--- config.mk ---
export PLATFORM = sky130hd
export DESIGN_NAME = sdram_burst_buffer
export DESIGN_NICKNAME = d
export VERILOG_FILES = /design/src/rtl/sdram_burst_buffer.sv
export SDC_FILE = /design/constraint.sdc
export NUM_CORES = 1
export LEC_CHECK = 0
export ABC_AREA = 1
export ABC_CLOCK_PERIOD_IN_PS = 8800
export CAP_MARGIN = 20
export CORE_MARGIN = 10
export CORE_UTILIZATION = 45
export DETAILED_ROUTE_END_ITERATION = 7
export PLACE_DENSITY_LB_ADDON = 0.15
export SLEW_MARGIN = 20
export SYNTH_ARGS = -nofsm -noshare
export SYNTH_HDL_FRONTEND = slang
export SYNTH_SLANG_ARGS = --single-unit
--- constraint.sdc ---
create_clock -name ck143 -period 8.8 [get_ports ck143]
set_clock_uncertainty 0.2 [all_clocks]
set_input_delay 1.32 -clock ck143 [delete_from_list [all_inputs] [get_ports ck143]]
set_output_delay 1.32 -clock ck143 [all_outputs]
set_load 0.02 [all_outputs]
--- src/rtl/sdram_burst_buffer.sv ---
// SDRAM read-burst capture FIFO with registered show-ahead output.
// Optional stats outputs (max_level, drop_count) under `BURST_BUFFER_STATS_EN.
module sdram_burst_buffer #(
  parameter int DEPTH     = 64,
  parameter int BURST_LEN = 8,
  parameter int HIGH_MARK = 48,
  parameter int LOW_MARK  = 16
) (
  input  logic                     ck143,
  input  logic                     reset,
  input  logic                     burst_valid,
  input  logic [15:0]              burst_data,
  output logic                     pause,
  output logic                     unpause,
  output logic                     pix_valid,
  output logic [15:0]              pix_data,
  input  logic                     pix_ready,
  output logic [$clog2(DEPTH):0]   level,
  output logic                     burst_done,
  output logic                     overflow
`ifdef BURST_BUFFER_STATS_EN
  ,
  output logic [$clog2(DEPTH):0]   max_level,
  output logic [15:0]              drop_count
`endif
);

  localparam int AW = $clog2(DEPTH);
  localparam int LW = AW + 1;
  localparam int BW = (BURST_LEN > 1) ? $clog2(BURST_LEN) : 1;

  localparam logic [LW-1:0] FULL = LW'(DEPTH);
  localparam logic [LW-1:0] HI   = LW'(HIGH_MARK);
  localparam logic [LW-1:0] LO   = LW'(LOW_MARK);
  localparam logic [BW-1:0] BLST = BW'(BURST_LEN - 1);

  typedef enum logic {
    RUN,
    PAUSED
  } state_t;

  logic [15:0]   mem [DEPTH];
  logic [AW-1:0] wr_ptr;
  logic [AW-1:0] rd_ptr;
  logic [LW-1:0] level_nxt;
  logic [LW-1:0] st_cnt;
  logic [BW-1:0] bcnt;
  logic          full;
  logic          wr_en;
  logic          drop;
  logic          accept;
  logic          load;
  logic          st_empty;
  state_t        state;
  state_t        state_nxt;
  logic          pause_d;
  logic          unpause_d;

  // level counts storage plus the output register
  assign full      = (level == FULL);
  assign wr_en     = burst_valid && !full;
  assign drop      = burst_valid && full;
  assign accept    = pix_valid && pix_ready;
  assign st_cnt    = level - LW'(pix_valid);
  assign st_empty  = (st_cnt == '0);
  assign load      = (!pix_valid || pix_ready) && !st_empty;
  assign level_nxt = level + LW'(wr_en) - LW'(accept);

  // storage array write port (no reset needed on data)
  always_ff @(posedge ck143) begin
    if (wr_en) mem[wr_ptr] <= burst_data;
  end

  // pointers and occupancy
  always_ff @(posedge ck143 or posedge reset) begin
    if (reset) begin
      wr_ptr <= '0;
      rd_ptr <= '0;
      level  <= '0;
    end else begin
      if (wr_en) wr_ptr <= wr_ptr + 1'b1;
      if (load)  rd_ptr <= rd_ptr + 1'b1;
      level <= level_nxt;
    end
  end

  // show-ahead output register, held while stalled
  always_ff @(posedge ck143 or posedge reset) begin
    if (reset) begin
      pix_valid <= 1'b0;
      pix_data  <= '0;
    end else if (load) begin
      pix_valid <= 1'b1;
      pix_data  <= mem[rd_ptr];
    end else if (accept) begin
      pix_valid <= 1'b0;
    end
  end

  // burst word counter and done pulse; dropped words still count
  always_ff @(posedge ck143 or posedge reset) begin
    if (reset) begin
      bcnt       <= '0;
      burst_done <= 1'b0;
    end else begin
      burst_done <= burst_valid && (bcnt == BLST);
      if (burst_valid) begin
        if (bcnt == BLST) bcnt <= '0;
        else              bcnt <= bcnt + 1'b1;
      end
    end
  end

  // sticky overflow flag
  always_ff @(posedge ck143 or posedge reset) begin
    if (reset)     overflow <= 1'b0;
    else if (drop) overflow <= 1'b1;
  end

  // flow FSM state and registered pulses
  always_ff @(posedge ck143 or posedge reset) begin
    if (reset) begin
      state   <= RUN;
      pause   <= 1'b0;
      unpause <= 1'b0;
    end else begin
      state   <= state_nxt;
      pause   <= pause_d;
      unpause <= unpause_d;
    end
  end

  // flow FSM next state from post-update level
  always_comb begin
    state_nxt = state;
    unique case (state)
      RUN:    if (level_nxt >= HI) state_nxt = PAUSED;
      PAUSED: if (level_nxt <= LO) state_nxt = RUN;
      default: state_nxt = RUN;
    endcase
  end

  // flow FSM pulse decode: one pulse per transition
  always_comb begin
    pause_d   = 1'b0;
    unpause_d = 1'b0;
    unique case (1'b1)
      (state == RUN)    && (state_nxt == PAUSED): pause_d   = 1'b1;
      (state == PAUSED) && (state_nxt == RUN):    unpause_d = 1'b1;
      default: ;
    endcase
  end

`ifdef BURST_BUFFER_STATS_EN
  // high-water mark and saturating drop counter
  always_ff @(posedge ck143 or posedge reset) begin
    if (reset) begin
      max_level  <= '0;
      drop_count <= '0;
    end else begin
      if (level_nxt > max_level) max_level <= level_nxt;
      if (drop && (drop_count != 16'hFFFF))
        drop_count <= drop_count + 16'd1;
    end
  end
`endif

endmodule
==> flow_summary.json <==
{
  "status": "completed",
  "worstSetupStartpointType": "flip-flop",
  "synth_area_per_cell_um2": 10.9,
  "drc": 0,
  "layout-drive-gt1-share": 0.0685,
  "io_buffers": 47,
  "yosysTopAreaCell": "edfxtp_1",
  "dr.pass1.iters": 5,
  "clock_latency_ps": 700,
  "powerDensity_nw_per_um2": 316,
  "antennaDiodeCount": 0,
  "hold_viol_final": 0,
  "root_buffer": "clkbuf_16",
  "path_delay_family": "buffers and inverters",
  "nNetsFinal": 4215,
  "post-route-period-util": 0.459,
  "ys.warnings.count": 0,
  "io_pins": 48,
  "dieArea_um2": 113000,
  "final_cells": 5563,
  "grtUsageTotal": 0.208,
  "seqCellArea_um2": 31900,
  "cts_buffers": 113,
  "nFillCells": 8620,
  "clk_pin_slew_ps": 60,
  "synth-seq-cells": 1068,
  "yosys.cell_types.count": 28,
  "rows": 115,
  "critPathMaxFanout": 176,
  "wl_per_cell_um": 21.5,
  "cts_tree": "built",
  "h-tree-depth": 3,
  "end_kind": "flip-flop",
  "antenna_found_initial": 0,
  "final_common_cell": "nand2_1",
  "postCtsResizedCells": 0,
  "yosysSeqAreaShare": 0.707,
  "drt_first_iter_violations": 2745,
  "post_cts_buffers": 0,
  "finalCriticalPeriod_ps": 4040,
  "power_w": 0.0159,
  "die_w_um": 336,
  "slew_headroom": 0.301,
  "synth_fp_nets": 4169,
  "ir_drop_mv": 0.297,
  "required_ps": 9180,
  "routed_wl_um": 120000,
  "synthCells": 4130,
  "syn_area_um2": 45000,
  "via_per_inst": 5.23,
  "place_inst": 5348,
  "antenna_left": 0,
  "tightestPinTransition_ps": 1050,
  "syn_to_final_growth_pct": 11.7,
  "multi_input_area_um2": 10600,
  "routabilityCongestion": 0.876,
  "grt_max_degree": 216,
  "cts_hold_buf": 0,
  "final-setup-viol-count": 0,
  "grt_pass1_wl_um": 177000,
  "grt-ovfl-total": 0,
  "critPathMaxStageDelay_ps": 840,
  "crit_arrival_ps": 4420,
  "clk_path_buf_depth": 3,
  "path_buf_inv": 2,
  "clock-sinks": 1068,
  "slew_violations": 0,
  "worst_path_most_repeated_cell": "nand2_1",
  "cp_cell_sequence": "buf_12, buf_4, nand2_1, nand3_1, a21oi_1, nor2_1, nand2_1, nand3_1, nand2_1, nand2_1, nand2_1",
  "hpwl_um": 64800,
  "synth.top_cell.area_share": 0.683,
  "first_global_vias": 27100,
  "chipHeight_um": 336,
  "mostFrequentLayoutCells": "nand2_1 (1,470), edfxtp_1 (1,024), nand3_1 (562)",
  "ys_top_cells_by_area": "edfxtp_1 (68%), nand2_1 (12%), nand3_1 (6.2%)",
  "max-cap-violations": 0,
  "slowest_stage": "dfrtp_4",
  "initial_core_util": 0.456,
  "setup-tns-final_ps": 0,
  "coreArea_um2": 98900,
  "clock.fmax_mhz": 248,
  "via_count": 29100,
  "rsz0062_at_grt": "no",
  "p_leak_nw": 19.8,
  "path_class": "reg2reg",
  "hold_path_class": "reg2reg"
}
## power breakdown
group	internal [W]	switching, W	leakage, nW	total (W)
logic	0.00139	0.00374	8.26	0.00513
clock network	0.00270	0.00197	1.78	0.00468
registers	0.00583	0.000282	9.74	0.00611
## layer usage
| layer | up-vias | share of wire | track usage |
|---|---|---|---|
| met5 | - | 0 | 0 |
| met4 | 0 | 0.029 | 0.0689 |
| li1 | 13900 | - | - |
| met2 | 949 | 0.44 | 0.306 |
| met3 | 155 | 0.073 | 0.0358 |
| met1 | 14100 | 0.46 | 0.311 |
## kinds of logic (layout without fill, tap and decap cells)
| logic type | after synthesis | after routing | synth area share |
|---|---|---|---|
| compound gates | 161 | 161 | 0.0207 |
| xor+xnor | 16 | 16 | 0.00311 |
| fa+ha+maj | 19 | 19 | 0.00545 |
| buf+inv | 586 | 732 | 0.0571 |
| flops | 1068 | 1068 | 0.707 |
| simple gates | 2280 | 2280 | 0.206 |
## Yosys cell counts
library cell     n
nand2_1       1471
edfxtp_1      1024
nand3_1        562
inv_1          361
nor2_1         235
buf_2          134
a21oi_1         70
o211ai_1        48
dfrtp_1         44
clkbuf_1        39
buf_4           28
o21ai_0         23
ha_1            18
o21ai_1         18
xor2_1          14
buf_6           13
buf_1            7
nand4_1          7
clkinv_1         2
nand3b_1         2
nor3_1           2
xnor2_1          2
a21o_1           1
fa_1             1
inv_2            1
inv_4            1
nor4_2           1
o21bai_1         1
## path summary, 6_finish.rpt
check                      cells past startpoint     endpoint      start  slack, ps
max in group asynchronous                      3    rd_ptr[1]      reset       6960
min in group asynchronous                      3        pause      reset        910
setup / recovery                              11  pix_data[6]  rd_ptr[0]       4760
hold / removal                                 1        pause      state        250
hold reg to reg                                1        pause      state        250
setup reg to reg                              11  pix_data[6]  rd_ptr[0]       4760
## final cells by class
class | instances | area share
Inverter | 365 | 0.0277
Timing Repair Buffer | 152 | 0.0242
Clock inverter | 74 | 0.0130
Sequential cell | 1068 | 0.633
Clock buffer | 141 | 0.0589
Tap cell | 1287 | 0.0320
Multi-Input combinational cell | 2476 | 0.211
## state kept, by name (all words and copies together), names as in the netlist
signal	cells
bcnt	3
overflow	1
unpause	1
level	7
wr_ptr	6
pause	1
state	1
rd_ptr	6
burst_done	1
mem	1024
pix_data	16
pix_valid	1
## metrics by stage
stage	util	hold slack (ps)	cell area, um^2	setup WS, ps
after global placement	0.473	256	46700	4120
after CTS	0.509	259	50300	4670
after global routing	0.509	285	50300	4560
final	0.509	255	50300	4760
after floorplan	-	226	45000	5470
after detailed placement	0.473	252	46700	3980
Power figures use the tool's default switching activity.
